===== config.mk =====
export PLATFORM = sky130hd
export DESIGN_NAME = mmio_arbiter_flat
export DESIGN_NICKNAME = d
export VERILOG_FILES = /design/src/rtl/mmio_arbiter_if.sv /design/src/rtl/mmio_arbiter.sv /design/src/flat_wrapper.sv
export SDC_FILE = /design/constraint.sdc
export NUM_CORES = 1
export LEC_CHECK = 0
export ABC_CLOCK_PERIOD_IN_PS = 4600
export BUFFER_PORTS_ARGS = -buffer_cell sky130_fd_sc_hd__buf_2
export CORE_AREA = 2 2 117 119
export CTS_BUF_LIST = sky130_fd_sc_hd__clkbuf_2 sky130_fd_sc_hd__clkbuf_4 sky130_fd_sc_hd__clkbuf_8
export DETAILED_ROUTE_END_ITERATION = 12
export DIE_AREA = 0 0 119 121
export SYNTH_ARGS = -nofsm -noshare
export SYNTH_HDL_FRONTEND = slang
export SYNTH_SLANG_ARGS = --single-unit

===== constraint.sdc =====
create_clock -name Clk -period 4.6 [get_ports Clk]
set_input_delay 0.92 -clock Clk [delete_from_list [all_inputs] [get_ports Clk]]
set_output_delay 0.92 -clock Clk [all_outputs]
set_load 0.02 [all_outputs]

===== src/rtl/mmio_arbiter_if.sv =====
// rtl/mmio_arbiter_if.sv - master-side and slave-side bus signals of the two-master MMIO arbiter
interface mmio_arbiter_if #(
  parameter int AW = 32,
  parameter int DW = 32
);
  logic          req0;
  logic          req1;
  logic          we0;
  logic          we1m;
  logic [AW-1:0] addr0;
  logic [AW-1:0] addr1;
  logic [DW-1:0] wdata0;
  logic [DW-1:0] wdata1;
  logic          gnt0;
  logic          gnt1;
  logic          ack0;
  logic          ack1;
  logic [DW-1:0] rdata0;
  logic [DW-1:0] rdata1;
  logic [AW-1:0] s_addr;
  logic [DW-1:0] s_wdata;
  logic          s_we;
  logic          wem;
  logic          wef;
  logic          weg;
  logic          wep;
  logic [1:0]    rdsel;
  logic [DW-1:0] s_rdata;

  // arbiter view: serves master requests and drives the slave side
  modport slave (
    input  req0, req1, we0, we1m, addr0, addr1, wdata0, wdata1, s_rdata,
    output gnt0, gnt1, ack0, ack1, rdata0, rdata1,
    output s_addr, s_wdata, s_we, wem, wef, weg, wep, rdsel
  );

  modport master (
    output req0, req1, we0, we1m, addr0, addr1, wdata0, wdata1, s_rdata,
    input  gnt0, gnt1, ack0, ack1, rdata0, rdata1,
    input  s_addr, s_wdata, s_we, wem, wef, weg, wep, rdsel
  );
endinterface


===== src/rtl/mmio_arbiter.sv =====
// rtl/mmio_arbiter.sv - two-master MMIO arbiter with slave decode; MMIO_ARB_FAIR_EN bounds bursts to BURST_MAX
module mmio_arbiter #(
  parameter int AW        = 32,
  parameter int DW        = 32,
  parameter int BURST_MAX = 4
) (
  input  logic          Clk,
  input  logic          Rst,
  mmio_arbiter_if.slave bus
);

  typedef enum logic [1:0] {IDLE, OWN0, OWN1} state_t;

  state_t        r_state;
  state_t        w_state_nxt;
  logic          r_last;
  logic          w_last_nxt;
  logic          r_ack0;
  logic          r_ack1;
  logic [DW-1:0] r_rdata0;
  logic [DW-1:0] r_rdata1;
  logic          w_own0;
  logic          w_own1;
  logic          w_valid0;
  logic          w_valid1;
  logic          w_valid;
  logic          w_we;
  logic          w_wr;
  logic          w_hand0;
  logic          w_hand1;
  logic [AW-1:0] w_addr;
  logic [DW-1:0] w_wdata;
  logic [1:0]    w_rdsel;
  logic          w_wem;
  logic          w_wef;
  logic          w_weg;
  logic          w_wep;

  if (BURST_MAX < 1) begin : g_burst_max_invalid
    $error("mmio_arbiter: BURST_MAX must be at least 1");
  end

  assign w_own0   = (r_state == OWN0);
  assign w_own1   = (r_state == OWN1);
  assign w_valid0 = w_own0 & bus.req0;
  assign w_valid1 = w_own1 & bus.req1;
  assign w_valid  = w_valid0 | w_valid1;

`ifdef MMIO_ARB_FAIR_EN
  localparam int CW = (BURST_MAX > 1) ? $clog2(BURST_MAX) : 1;
  localparam logic [CW-1:0] CNT_MAX = CW'(BURST_MAX - 1);

  logic [CW-1:0] r_cnt;
  logic [CW-1:0] w_cnt_nxt;

  assign w_hand0 = (r_cnt == CNT_MAX) & bus.req1;
  assign w_hand1 = (r_cnt == CNT_MAX) & bus.req0;

  always_ff @(posedge Clk or negedge Rst) begin
    if (!Rst) r_cnt <= '0;
    else      r_cnt <= w_cnt_nxt;
  end

  // count restarts on every change of owner and saturates while the owner stays
  always_comb begin
    w_cnt_nxt = r_cnt;
    if (w_state_nxt != r_state || w_state_nxt == IDLE) w_cnt_nxt = '0;
    else if (r_cnt != CNT_MAX)                         w_cnt_nxt = r_cnt + 1'b1;
  end
`else
  assign w_hand0 = 1'b0;
  assign w_hand1 = 1'b0;
`endif

  always_ff @(posedge Clk or negedge Rst) begin
    if (!Rst) begin
      r_state  <= IDLE;
      r_last   <= 1'b1;
      r_ack0   <= 1'b0;
      r_ack1   <= 1'b0;
      r_rdata0 <= '0;
      r_rdata1 <= '0;
    end else begin
      r_state <= w_state_nxt;
      r_last  <= w_last_nxt;
      r_ack0  <= w_valid0;
      r_ack1  <= w_valid1;
      if (w_valid0 && !bus.we0)  r_rdata0 <= bus.s_rdata;
      if (w_valid1 && !bus.we1m) r_rdata1 <= bus.s_rdata;
    end
  end

  always_comb begin
    w_state_nxt = r_state;
    w_last_nxt  = r_last;
    case (r_state)
      IDLE: begin
        if (bus.req0 && bus.req1) w_state_nxt = r_last ? OWN0 : OWN1;
        else if (bus.req0)        w_state_nxt = OWN0;
        else if (bus.req1)        w_state_nxt = OWN1;
      end
      OWN0: begin
        if (!bus.req0)   w_state_nxt = bus.req1 ? OWN1 : IDLE;
        else if (w_hand0) w_state_nxt = OWN1;
      end
      OWN1: begin
        if (!bus.req1)   w_state_nxt = bus.req0 ? OWN0 : IDLE;
        else if (w_hand1) w_state_nxt = OWN0;
      end
      default: w_state_nxt = IDLE;
    endcase
    if (w_state_nxt == OWN0) w_last_nxt = 1'b0;
    if (w_state_nxt == OWN1) w_last_nxt = 1'b1;
  end

  assign w_addr  = w_own0 ? bus.addr0  : (w_own1 ? bus.addr1  : '0);
  assign w_wdata = w_own0 ? bus.wdata0 : (w_own1 ? bus.wdata1 : '0);
  assign w_we    = w_own0 ? bus.we0    : (w_own1 ? bus.we1m   : 1'b0);
  assign w_wr    = w_we & w_valid;

  // an idle bus presents address 0, which lands on the dmem select
  always_comb begin
    w_rdsel = 2'b01;
    w_wem   = 1'b0;
    w_wef   = 1'b0;
    w_weg   = 1'b0;
    w_wep   = 1'b0;
    case (w_addr[11:8])
      4'h8:    begin w_rdsel = 2'b10; w_wef = w_wr; end
      4'h9:    begin w_rdsel = 2'b11; w_weg = w_wr; end
      4'hA:    begin w_rdsel = 2'b00; w_wep = w_wr; end
      default: begin w_rdsel = 2'b01; w_wem = w_wr; end
    endcase
  end

  assign bus.gnt0    = w_own0;
  assign bus.gnt1    = w_own1;
  assign bus.ack0    = r_ack0;
  assign bus.ack1    = r_ack1;
  assign bus.rdata0  = r_rdata0;
  assign bus.rdata1  = r_rdata1;
  assign bus.s_addr  = w_addr;
  assign bus.s_wdata = w_wdata;
  assign bus.s_we    = w_wr;
  assign bus.wem     = w_wem;
  assign bus.wef     = w_wef;
  assign bus.weg     = w_weg;
  assign bus.wep     = w_wep;
  assign bus.rdsel   = w_rdsel;

endmodule

===== src/flat_wrapper.sv =====
// flat-port wrapper written by rule: the top's interface ports become plain ports
module mmio_arbiter_flat 
#(
  parameter int AW        = 32,
  parameter int DW        = 32,
  parameter int BURST_MAX = 4
)
  (Clk, Rst, bus_req0, bus_req1, bus_we0, bus_we1m, bus_addr0, bus_addr1, bus_wdata0, bus_wdata1, bus_s_rdata, bus_gnt0, bus_gnt1, bus_ack0, bus_ack1, bus_rdata0, bus_rdata1, bus_s_addr, bus_s_wdata, bus_s_we, bus_wem, bus_wef, bus_weg, bus_wep, bus_rdsel);
  mmio_arbiter_if #(.AW(AW), .DW(DW)) bus_i ();
  input  logic Clk;
  input  logic Rst;
  input wire logic [$bits(bus_i.req0)-1:0] bus_req0;
  input wire logic [$bits(bus_i.req1)-1:0] bus_req1;
  input wire logic [$bits(bus_i.we0)-1:0] bus_we0;
  input wire logic [$bits(bus_i.we1m)-1:0] bus_we1m;
  input wire logic [$bits(bus_i.addr0)-1:0] bus_addr0;
  input wire logic [$bits(bus_i.addr1)-1:0] bus_addr1;
  input wire logic [$bits(bus_i.wdata0)-1:0] bus_wdata0;
  input wire logic [$bits(bus_i.wdata1)-1:0] bus_wdata1;
  input wire logic [$bits(bus_i.s_rdata)-1:0] bus_s_rdata;
  output wire logic [$bits(bus_i.gnt0)-1:0] bus_gnt0;
  output wire logic [$bits(bus_i.gnt1)-1:0] bus_gnt1;
  output wire logic [$bits(bus_i.ack0)-1:0] bus_ack0;
  output wire logic [$bits(bus_i.ack1)-1:0] bus_ack1;
  output wire logic [$bits(bus_i.rdata0)-1:0] bus_rdata0;
  output wire logic [$bits(bus_i.rdata1)-1:0] bus_rdata1;
  output wire logic [$bits(bus_i.s_addr)-1:0] bus_s_addr;
  output wire logic [$bits(bus_i.s_wdata)-1:0] bus_s_wdata;
  output wire logic [$bits(bus_i.s_we)-1:0] bus_s_we;
  output wire logic [$bits(bus_i.wem)-1:0] bus_wem;
  output wire logic [$bits(bus_i.wef)-1:0] bus_wef;
  output wire logic [$bits(bus_i.weg)-1:0] bus_weg;
  output wire logic [$bits(bus_i.wep)-1:0] bus_wep;
  output wire logic [$bits(bus_i.rdsel)-1:0] bus_rdsel;
  assign bus_i.req0 = bus_req0;
  assign bus_i.req1 = bus_req1;
  assign bus_i.we0 = bus_we0;
  assign bus_i.we1m = bus_we1m;
  assign bus_i.addr0 = bus_addr0;
  assign bus_i.addr1 = bus_addr1;
  assign bus_i.wdata0 = bus_wdata0;
  assign bus_i.wdata1 = bus_wdata1;
  assign bus_i.s_rdata = bus_s_rdata;
  assign bus_gnt0 = bus_i.gnt0;
  assign bus_gnt1 = bus_i.gnt1;
  assign bus_ack0 = bus_i.ack0;
  assign bus_ack1 = bus_i.ack1;
  assign bus_rdata0 = bus_i.rdata0;
  assign bus_rdata1 = bus_i.rdata1;
  assign bus_s_addr = bus_i.s_addr;
  assign bus_s_wdata = bus_i.s_wdata;
  assign bus_s_we = bus_i.s_we;
  assign bus_wem = bus_i.wem;
  assign bus_wef = bus_i.wef;
  assign bus_weg = bus_i.weg;
  assign bus_wep = bus_i.wep;
  assign bus_rdsel = bus_i.rdsel;
  mmio_arbiter #(.AW(AW), .DW(DW), .BURST_MAX(BURST_MAX)) u_core (.Clk(Clk), .Rst(Rst), .bus(bus_i));
endmodule

Yosys cells after proc, flatten, opt, wreduce, memory -nomap -nowiden
Cells that the tools add are included.
- output and inout port bits: 139
- input port bits: 166
- word-level logic and storage cells: 47
- register bits after elaboration: 69
- reduce and logical (&&, ||, !) cells: 8
- equality and inequality tests: 7
- bitwise operators: 4
- mux-type cells: 22
- operators by type and width (operator ; count):
    2-to-1 mux 32 bit ; 4
    2-to-1 mux 2 bit ; 7
    == test 4 bit, second input constant ; 3
    one-hot mux 2 bit (3 select lines) ; 2
    2-to-1 mux 1 bit ; 9
    == test 2 x 1 -> 1 bit, second input constant ; 2
    == test 2 bit, second input constant ; 2
    bitwise AND 1 bit ; 3
    logical AND 1 bit ; 3
    OR reduction 3 bit ; 1
    zero test 1 bit ; 2
    zero test 2 bit ; 1
    nonzero test 2 bit ; 1
    OR 1 bit ; 1

Logic depth before layout (Yosys ltp)
Gate-level depths: netlist (run 1).
- word-level depth: 7
- mapped depth: 6
- gate-level depth less buffers: 5

Worst setup path before layout (run 1)
OpenSTA, ideal clock, no wires.
- path type: input to output
- start point: input port bus_addr1[8]
- end point: output port bus_wef
- slack: 1.684 ns
- buffers on the path: 0
- stages on the path: 4
- required time: 3.680 ns
- data arrival time: 1.996 ns
- cells stage by stage: nand3b_1 > o21a_1 > inv_1 > nor4_1
- cells in the longest elaborated chain, start to end: 4
- RTL lines (element ; RTL line ; text):
    start: declaration ; flat_wrapper.sv:17 ; input wire logic [$bits(bus_i.addr1)-1:0] bus_addr1;
    2-to-1 mux 32 bit (2 in series) ; mmio_arbiter.sv:116 ; assign w_addr = w_own0 ? bus.addr0 : (w_own1 ? bus.addr1 : '0);
    named net bus_s_addr[8] ; flat_wrapper.sv:27 ; output wire logic [$bits(bus_i.s_addr)-1:0] bus_s_addr;
    == test 4 bit ; mmio_arbiter.sv:128 ; case (w_addr[11:8])
    2-to-1 mux 1 bit ; mmio_arbiter.sv:128 ;
    end: declaration ; flat_wrapper.sv:31 ; output wire logic [$bits(bus_i.wef)-1:0] bus_wef;
The timed path passes the listed nets, and every way through them passes these cells.

Final worst setup path (run 1)
- start point: register u_core.r_state[1]
- end point: output port bus_s_wdata[11]
- cells in the longest elaborated chain, start to end: 3
- elaborated cells between the ends (all ways): 4
- those cells by class: 2 x eq/ne; 2 x mux
- RTL lines (element ; RTL line ; text):
    start: declaration ; mmio_arbiter.sv:14 ; state_t r_state;
    start signal: assignment ; mmio_arbiter.sv:84 ; r_state <= w_state_nxt;
    == test 2 bit ; mmio_arbiter.sv:44 ; assign w_own1 = (r_state == OWN1);
    2-to-1 mux 32 bit ; mmio_arbiter.sv:117 ; assign w_wdata = w_own0 ? bus.wdata0 : (w_own1 ? bus.wdata1 : '0);
    2-to-1 mux 32 bit (*) ; mmio_arbiter.sv:117 ;
    end: declaration ; flat_wrapper.sv:28 ; output wire logic [$bits(bus_i.s_wdata)-1:0] bus_s_wdata;
Every way passes the cells marked *; elsewhere a longest branch is shown, timed or not.

==> results.sh, run 1 <==
export IMPL_synth_seq_cells=69
export IMPL_main_combinational_cell_family_by_area_after_synthesis="multiplexers"
export IMPL_worst_setup_path_start_kind="register"
export IMPL_grt_pass1_vias=3364
export IMPL_wire_length_of_the_first_global_routing_pass_um=20200
export IMPL_critical_path_class="register to output port"
export IMPL_detail_route_wirelength_um=14200
export IMPL_initial_core_util_pct=27.2
export IMPL_max_clock_freq_ghz=0.279
export IMPL_ys_types=33
export IMPL_clock_sinks=69
export IMPL_largest_clock_skew_in_the_final_design_ps=7.92
export IMPL_fp_dieArea_um2=14400
export IMPL_detail_route_drc_violations=0
export IMPL_grt_max_degree=43
export IMPL_yosys_most_used_dff="dfrtp_1"
export IMPL_slew_headroom_pct=43.5
export IMPL_clk_pin_slew_ps=70
export IMPL_routabilityCongestion=0.854
export IMPL_post_cts_setup_buffers=0
export IMPL_timing_final_crit_period_ps=3580
export IMPL_slew_viol_final=0
export IMPL_synth_compound_area_share_pct=17.1
export IMPL_layout_cells_most_common_list="buf_2 (304), dfrtp_1 (68), a22o_1 (62)"
export IMPL_totalPowerFinal_w=0.00326
export IMPL_num_io_pins=305
export IMPL_postSynth_asyncResetShare_pct=100
export IMPL_critPathRequiredTime_ps=3680
export IMPL_first_pass_iteration_count_of_the_detailed_router=4
export IMPL_critPathSlowestCell="dfrtp_1"
export IMPL_quantity_of_gates_resized_following_cts=0
export IMPL_mostFrequentLayoutCell="buf_2"
export IMPL_drive_above_1_share_pct=65.1
export IMPL_ys_seq_area_share_pct=48.6
export IMPL_critical_path_endpoint_type="output port"
export IMPL_max_cap_violations=0
export IMPL_hold_path_class="register to register"
export IMPL_post_drt_wl_per_cell_um=19.5
export IMPL_drtAntennaViolNets=0
export IMPL_drtIter0Drc=184
export IMPL_clk_path_buf_depth=2
export IMPL_fin_nets=717
export IMPL_postSynthNetCount=422
export IMPL_yosys_mux_area_fraction_pct=23.8
export IMPL_fin_area_um2=5370
export IMPL_postSynthCellCount=255
export IMPL_clkLatencyLatePin_ps=340
export IMPL_status="completed"
export IMPL_path_cells="nor2b_4, buf_4, a22o_1, buf_2"
export IMPL_static_leakage_power_nw=2.94
export IMPL_timing_critical_path_arrival_ps=2660
export IMPL_die_h_um=121
export IMPL_ctsRootBufferMaster="clkbuf_8"
export IMPL_critical_path_top_delay_family="buffers and inverters"
export IMPL_die_width_um=119
export IMPL_htree_num_levels=3
export IMPL_cts_made_buffers=9
export IMPL_syn_to_final_growth_pct=51.2
export IMPL_worstPathMaxFanout=42
export IMPL_grt_setup_unrepaired="no"
export IMPL_ratio_of_routed_vias_to_standard_cells=4.73
export IMPL_hpwlAfterDp_um=11800
export IMPL_grt_remaining_overflow=0
export IMPL_cts_tree="yes"
export IMPL_post_synth_and_or_nand_nor_area_fraction_pct=4.58
export IMPL_synthAdderAreaFrac_pct=0.352
export IMPL_worst_ir_drop_on_vdd_v=0.000256
export IMPL_synth_xor_xnor_area_share_pct=0
export IMPL_timing_final_setup_violations=0
export IMPL_post_synth_edffs=0
export IMPL_buffer_ports_inserted=304
export IMPL_detailed_route_via_count=3455
export IMPL_cellPowerDensity_nw_per_um2=607
export IMPL_syn_mean_instance_area_um2=13.9
export IMPL_netlist_area_um2=3550
export IMPL_final_hold_violation_count=0
export IMPL_synthesis_yosys_warnings=0
export IMPL_detailed_place_area_um2=5150
export IMPL_critical_path_max_stage_delay_ps=670
export IMPL_fin_setup_tns_ps=0
export IMPL_grt_antenna_before_repair=4
export IMPL_grt_usage_pct=19.0
export IMPL_cp_buffers_inverters=2
export IMPL_final_min_period_over_clock_period_pct=77.8
export IMPL_num_rows=42
export IMPL_timing_worst_slew_pin_value_ps=848
export IMPL_hold_buffers=0
export IMPL_floorplan_core_area_um2=13100
[per-layer routing]
layer  global-route usage [%]  vias to the layer above  wire length, um
li1                         -                     1560                -
met1                     26.8                     1666             6180
met2                     27.8                      213             6360
met3                     5.64                       14             1430
met4                     6.55                        2              231
met5                        0                        -               13
[through the flow]
stage | hold slack, ps | worst slack, ps | util, % | instances
4_1_cts | 488 | 1080 | 41.0 | 729
6_report | 484 | 1020 | 41.1 | 730
5_1_grt | 498 | 888 | 41.1 | 730
3_5_place_dp | 471 | 1470 | 39.4 | 715
2_1_floorplan | 581 | 1680 | - | 255
3_3_place_gp | 463 | 1500 | 39.4 | 715
[final timing paths]
check                                       from                     to  slack, ps  cells past startpoint
setup / recovery               u_core.r_state[1]        bus_s_wdata[11]       1020                      4
setup reg to reg               u_core.r_state[1]  u_core.bus.rdata1[25]       1880                      3
max in group asynchronous                    Rst          u_core.r_last       3020                      2
hold / removal             u_core.bus.rdata1[24]  u_core.bus.rdata1[24]        480                      1
hold reg to reg            u_core.bus.rdata1[24]  u_core.bus.rdata1[24]        480                      1
min in group asynchronous                    Rst  u_core.bus.rdata1[13]        610                      1
[cell families after synthesis]
kind of cell,Yosys count
buffers and inverters,26
AND/OR/NAND/NOR,23
adder cells (fa/ha/maj),1
multiplexers,65
flip-flops,69
AO/OA/AOI/OAI,71
[sequential cells by signal, summed over array words and instances (netlist names)]
signal / cells
u_core.bus.rdata0: 32
u_core.bus.ack1: 1
u_core.bus.rdata1: 32
u_core.bus.ack0: 1
u_core.r_last: 1
u_core.r_state: 2
[layout make-up]
class,instances,area (um2)
diodes,1,2.50
clock buffers,11,151
clock inverters,3,68.8
fillers,1290,7710
inverters,2,7.51
multi-input cells,160,1640
flip-flops and latches,69,1730
well taps,176,220
repair buffers,308,1550
[worst reg2reg max path: stages, from the launching register on]
cell	delay (ps)
dfrtp_1	670
nor2b_4	630
and3b_2	850
mux2_1	440
[cells in the mapped netlist (all sizes together) (2+ instances only)]
cell / n / area (um2)
nor2b: 4 / 32.5
and3b: 2 / 21.3
dfrtp: 68 / 1700
buf: 23 / 188
mux2: 65 / 845
o21a: 2 / 15.0
o21ai: 3 / 15.0
nand2: 2 / 7.51
nor4: 2 / 12.5
and2: 2 / 12.5
inv: 2 / 7.51
a22o: 62 / 543
nor2: 4 / 15.0
nand3b: 2 / 15.0
[power by group]
group | leakage (nW) | total (W) | switching [W] | internal (W)
clock network | 0.112 | 0.000547 | 0.000217 | 0.000331
registers | 0.830 | 0.00106 | 0.000159 | 0.000897
logic | 1.99 | 0.00166 | 0.000970 | 0.000686
total | 2.94 | 0.00326 | 0.00135 | 0.00191
(Power assumes the default switching activity.)
==> run 2: changes to the inputs <==
--- a/config.mk
+++ b/config.mk
@@ -5,7 +5,7 @@
 export SDC_FILE = /design/constraint.sdc
 export NUM_CORES = 1
 export LEC_CHECK = 0
-export ABC_CLOCK_PERIOD_IN_PS = 4600
+export ABC_CLOCK_PERIOD_IN_PS = 3700
 export BUFFER_PORTS_ARGS = -buffer_cell sky130_fd_sc_hd__buf_2
 export CORE_AREA = 2 2 117 119
 export CTS_BUF_LIST = sky130_fd_sc_hd__clkbuf_2 sky130_fd_sc_hd__clkbuf_4 sky130_fd_sc_hd__clkbuf_8
==> constraint.sdc (replaced) <==
create_clock -name Clk -period 3.7 [get_ports Clk]
set_input_delay 0.74 -clock Clk [delete_from_list [all_inputs] [get_ports Clk]]
set_output_delay 0.74 -clock Clk [all_outputs]
set_load 0.02 [all_outputs]
==> results.sh, run 2 (synthesis results as in run 1) <==
export IMPL_static_leakage_power_nw=2.94
export IMPL_die_width_um=119
export IMPL_top_routing_layer_in_use="met5"
export IMPL_detailed_route_via_count=3478
export IMPL_fillers=1285
export IMPL_m1WireLength_um=6200
export IMPL_quantity_of_gates_resized_following_cts=0
export IMPL_max_clock_freq_ghz=0.305
export IMPL_clkLatencyLatePin_ps=360
export IMPL_cts_tree="yes"
export IMPL_critical_path_top_delay_family="buffers and inverters"
export IMPL_final_hold_violation_count=0
export IMPL_floorplan_core_area_um2=13100
export IMPL_cp_buffers_inverters=2
export IMPL_timing_critical_path_arrival_ps=2540
export IMPL_die_h_um=121
export IMPL_detail_route_wirelength_um=14500
export IMPL_critPathRequiredTime_ps=2960
export IMPL_grt_setup_unrepaired="no"
export IMPL_routabilityCongestion=0.852
export IMPL_grt_remaining_overflow=0
export IMPL_antenna_diode_count=0
export IMPL_cts_made_buffers=9
export IMPL_post_drt_wl_per_cell_um=19.8
export IMPL_clk_path_buf_depth=2
export IMPL_worst_ir_drop_on_vdd_v=0.000264
export IMPL_ctsRootBufferMaster="clkbuf_8"
export IMPL_hold_buffers=0
export IMPL_slew_headroom_pct=40.2
export IMPL_grt_pass1_vias=3528
export IMPL_routed_wl_met3_um=1620
export IMPL_first_pass_iteration_count_of_the_detailed_router=4
export IMPL_num_io_pins=305
export IMPL_htree_num_levels=3
export IMPL_largest_clock_skew_in_the_final_design_ps=6.69
export IMPL_critPathSlowestCell="dfrtp_1"
export IMPL_drive_above_1_share_pct=65.2
export IMPL_route_met2_wl_um=6380
export IMPL_placed_cells_incl_taps=715
export IMPL_critical_path_class="register to output port"
export IMPL_worstPathMaxFanout=42
export IMPL_post_cts_setup_buffers=0
export IMPL_slew_viol_final=0
export IMPL_timing_final_crit_period_ps=3280
export IMPL_grt_antenna_before_repair=3
export IMPL_max_cap_violations=0
export IMPL_instances_no_fill=731
export IMPL_cellPowerDensity_nw_per_um2=754
export IMPL_fin_nets=717
export IMPL_detailed_place_area_um2=5160
export IMPL_critical_path_endpoint_type="output port"
export IMPL_grt_max_degree=70
export IMPL_mostFrequentLayoutCell="buf_2"
export IMPL_syn_to_final_growth_pct=51.8
export IMPL_path_cells="nor2b_4, buf_4, a22o_1, buf_2"
export IMPL_final_min_period_over_clock_period_pct=88.7
export IMPL_buffer_ports_inserted=304
export IMPL_worst_setup_path_start_kind="register"
export IMPL_timing_hold_ws_ps=484
export IMPL_fin_setup_tns_ps=0
export IMPL_ratio_of_routed_vias_to_standard_cells=4.76
export IMPL_detail_route_drc_violations=0
export IMPL_hpwlAfterDp_um=11900
export IMPL_fin_area_um2=5400
export IMPL_fp_dieArea_um2=14400
export IMPL_drtIter0Drc=232
export IMPL_wire_length_of_the_first_global_routing_pass_um=20800
export IMPL_drtAntennaViolNets=0
export IMPL_critical_path_max_stage_delay_ps=630
export IMPL_grt_usage_pct=19.8
export IMPL_num_rows=42
export IMPL_layout_cells_most_common_list="buf_2 (304), dfrtp_1 (68), a22o_1 (62)"
export IMPL_hold_path_class="register to register"
export IMPL_initial_core_util_pct=27.2
export IMPL_status="completed"
export IMPL_clock_sinks=69
export IMPL_timing_final_setup_violations=0
export IMPL_timing_worst_slew_pin_value_ps=897
export IMPL_clk_pin_slew_ps=70
-- run 2: changes by cell type in the layout (fill, tap and decap cells not counted) --
cell and change:
clkinvlp_4 +1, clkinv_2 +1, buf_12 +1, buf_4 -1
diode_2 -1
-- run 2: final cells by class --
class | count | area (um2) | share of cell area (%)
Clock buffer | 11 | 151 | 2.81
Tap cell | 176 | 220 | 4.08
Multi-Input combinational cell | 160 | 1640 | 30.5
Sequential cell | 69 | 1730 | 32.0
Timing Repair Buffer | 308 | 1560 | 29.0
Inverter | 2 | 7.51 | 0.139
Clock inverter | 5 | 81.3 | 1.51
-- run 2: where the power goes --
group,internal [W],switching (W),total (W)
combinational,0.000854,0.00120,0.00206
clock,0.000417,0.000293,0.000710
sequential,0.00111,0.000187,0.00130
-- run 2: metal layers --
metal	global-route usage, %	vias to the layer above
met1	27.0	1695
met5	0	-
li1	-	1559
met3	6.67	18
met4	6.92	4
met2	29.1	202
-- run 2: worst paths after layout --
check	start	end	slack, ps	cells after the start
max reg2reg	u_core.r_state[1]	u_core.bus.rdata1[23]	1070	3
max	u_core.r_state[1]	bus_s_wdata[14]	420	4
max in group asynchronous	Rst	u_core.r_state[1]	2550	2
min in group asynchronous	Rst	u_core.bus.rdata1[13]	590	2
min reg2reg	u_core.bus.rdata1[29]	u_core.bus.rdata1[29]	480	1
min	u_core.bus.rdata1[29]	u_core.bus.rdata1[29]	480	1
-- run 2: worst reg2reg max path, stage by stage, from the launching register on --
cell and delay, ps:
dfrtp_1 630, nor2b_4 580, and3b_2 900, mux2_1 410
-- run 2: metrics by stage --
| stage | worst slack (ps) | util (%) | total power, W |
|---|---|---|---|
| CTS | 409 | 41.2 | 0.00411 |
| floorplan | 1140 | - | 0.00261 |
| finish | 420 | 41.2 | 0.00407 |
| global placement | 900 | 39.5 | 0.00335 |
| detailed placement | 822 | 39.5 | 0.00338 |
| global route | 243 | 41.2 | 0.00429 |
==> run 3: changes to the inputs <==
--- a/config.mk
+++ b/config.mk
@@ -5,12 +5,13 @@
 export SDC_FILE = /design/constraint.sdc
 export NUM_CORES = 1
 export LEC_CHECK = 0
-export ABC_CLOCK_PERIOD_IN_PS = 3700
+export ABC_CLOCK_PERIOD_IN_PS = 3170
 export BUFFER_PORTS_ARGS = -buffer_cell sky130_fd_sc_hd__buf_2
 export CORE_AREA = 2 2 117 119
 export CTS_BUF_LIST = sky130_fd_sc_hd__clkbuf_2 sky130_fd_sc_hd__clkbuf_4 sky130_fd_sc_hd__clkbuf_8
 export DETAILED_ROUTE_END_ITERATION = 12
 export DIE_AREA = 0 0 119 121
+export RECOVER_POWER = 100
 export SYNTH_ARGS = -nofsm -noshare
 export SYNTH_HDL_FRONTEND = slang
 export SYNTH_SLANG_ARGS = --single-unit
==> constraint.sdc (replaced) <==
create_clock -name Clk -period 3.17 [get_ports Clk]
set_input_delay 0.634 -clock Clk [delete_from_list [all_inputs] [get_ports Clk]]
set_output_delay 0.634 -clock Clk [all_outputs]
set_load 0.02 [all_outputs]
==> results.sh, run 3 (synthesis results as in run 1) <==
export IMPL_status="finished with violations"
export IMPL_failing_checks="capacitance limit, slew limit"
export IMPL_timing_hold_ws_ps=486
export IMPL_grt_usage_pct=19.3
export IMPL_fin_setup_tns_ps=0
export IMPL_fin_nets=720
export IMPL_drtAntennaViolNets=0
export IMPL_static_leakage_power_nw=2.39
export IMPL_grt_pass1_vias=3489
export IMPL_multi_input_comb_area_um2=1510
export IMPL_first_pass_iteration_count_of_the_detailed_router=4
export IMPL_ratio_of_routed_vias_to_standard_cells=4.70
export IMPL_timing_final_setup_violations=0
export IMPL_timing_worst_slew_pin_value_ps=1520
export IMPL_grt_remaining_overflow=0
export IMPL_fin_area_um2=5050
export IMPL_quantity_of_gates_resized_following_cts=0
export IMPL_final_hold_violation_count=0
export IMPL_num_rows=42
export IMPL_slew_headroom_pct=-1.10
export IMPL_cellPowerDensity_nw_per_um2=850
export IMPL_worstPathMaxFanout=62
export IMPL_totalPowerFinal_w=0.00429
export IMPL_critical_path_class="register to output port"
export IMPL_die_h_um=121
export IMPL_layout_cells_most_common_list="buf_2 (170), clkbuf_1 (135), dfrtp_1 (68)"
export IMPL_r2r_cells=4
export IMPL_hpwlAfterDp_um=12100
export IMPL_drtIter0Drc=221
export IMPL_post_cts_setup_buffers=0
export IMPL_floorplan_core_area_um2=13100
export IMPL_hold_buffers=0
export IMPL_detailed_route_via_count=3458
export IMPL_timing_final_crit_period_ps=2950
export IMPL_buffer_ports_inserted=304
export IMPL_post_drt_wl_per_cell_um=19.7
export IMPL_grt_max_degree=63
export IMPL_wire_length_of_the_first_global_routing_pass_um=20500
export IMPL_slew_viol_final=28
export IMPL_detailed_place_area_um2=5200
export IMPL_num_io_pins=305
export IMPL_routabilityCongestion=0.867
export IMPL_fp_dieArea_um2=14400
export IMPL_hold_path_class="register to register"
export IMPL_max_clock_freq_ghz=0.339
export IMPL_grt_antenna_before_repair=4
export IMPL_detail_route_drc_violations=0
export IMPL_detail_route_wirelength_um=14500
export IMPL_grt_setup_unrepaired="no"
export IMPL_initial_core_util_pct=27.2
export IMPL_clk_path_buf_depth=2
export IMPL_cts_made_buffers=9
export IMPL_ctsRootBufferMaster="clkbuf_8"
export IMPL_mostFrequentLayoutCell="buf_2"
export IMPL_syn_to_final_growth_pct=42.1
export IMPL_ff_latch_area_um2=1730
export IMPL_htree_num_levels=3
export IMPL_timing_critical_path_arrival_ps=2320
export IMPL_clk_pin_slew_ps=70
export IMPL_die_width_um=119
export IMPL_critical_path_endpoint_type="output port"
export IMPL_worst_ir_drop_on_vdd_v=0.000345
export IMPL_drive_above_1_share_pct=35.2
export IMPL_clkLatencyLatePin_ps=340
export IMPL_max_cap_violations=1
export IMPL_cts_tree="yes"
export IMPL_worst_setup_path_start_kind="register"
export IMPL_hold_path_depth=1
export IMPL_clock_sinks=69
export IMPL_critPathRequiredTime_ps=2540
export IMPL_final_min_period_over_clock_period_pct=93.1
export IMPL_fillers=1389
export IMPL_largest_clock_skew_in_the_final_design_ps=5.13
## run 3: cell count changes in the layout (fill, tap and decap cells not counted), moves of 3 or more
cell and change:
mux2_1 +28, clkbuf_1 +135, buf_2 -134, nor2b_4 -3, clkbuf_2 +3, mux2_4 -28
nor2b_1 +3
## run 3: worst paths after layout
check                                           start  slack, ps               endpoint
worst max register to register      u_core.r_state[1]        430  u_core.bus.rdata1[29]
worst min-delay path            u_core.bus.rdata1[11]        490  u_core.bus.rdata1[11]
min in group asynchronous                         Rst        650  u_core.bus.rdata0[13]
max in group asynchronous                         Rst        750  u_core.bus.rdata1[10]
worst max-delay path                u_core.r_state[0]        220        bus_s_wdata[19]
worst min register to register  u_core.bus.rdata1[11]        490  u_core.bus.rdata1[11]
## run 3: final cells by class
cell class                      count  area share, %
Sequential cell                    69           34.2
Inverter                            2          0.149
Timing Repair Buffer              311           27.6
Clock buffer                        9           2.45
Clock inverter                      6           1.26
Multi-Input combinational cell    160           29.8
Tap cell                          176           4.36
Antenna cell                        2         0.0991
## run 3: where the power goes
| group | total (W) | switching, W | internal, W |
|---|---|---|---|
| Sequential | 0.00151 | 0.000213 | 0.00130 |
| Combinational | 0.00209 | 0.00140 | 0.000689 |
| Clock | 0.000693 | 0.000335 | 0.000359 |
| Total | 0.00429 | 0.00194 | 0.00235 |
## run 3: per-stage QoR
step | std cells | setup WS (ps) | utilization [%]
detailed placement | 718 | 710 | 39.7
floorplan | 255 | 778 | -
finish | 735 | 219 | 38.6
global route | 734 | 87.1 | 38.6
CTS | 733 | 318 | 41.2
global placement | 718 | 702 | 39.7
## run 3: routing by layer
metal / GRT usage [%] / vias to the layer above / share of wire [%]
li1: - / 1570 / -
met1: 26.8 / 1650 / 42
met2: 28.0 / 213 / 44
met3: 6.63 / 21 / 11
met4: 6.62 / 4 / 2.4
met5: 0 / - / 0.16
## run 3: worst max-delay path, cell delays in order, from the launching register on
cell and delay, ps:
dfrtp_1 530, nor2b_1 220, clkbuf_4 580, a22o_1 360
clkbuf_1 260
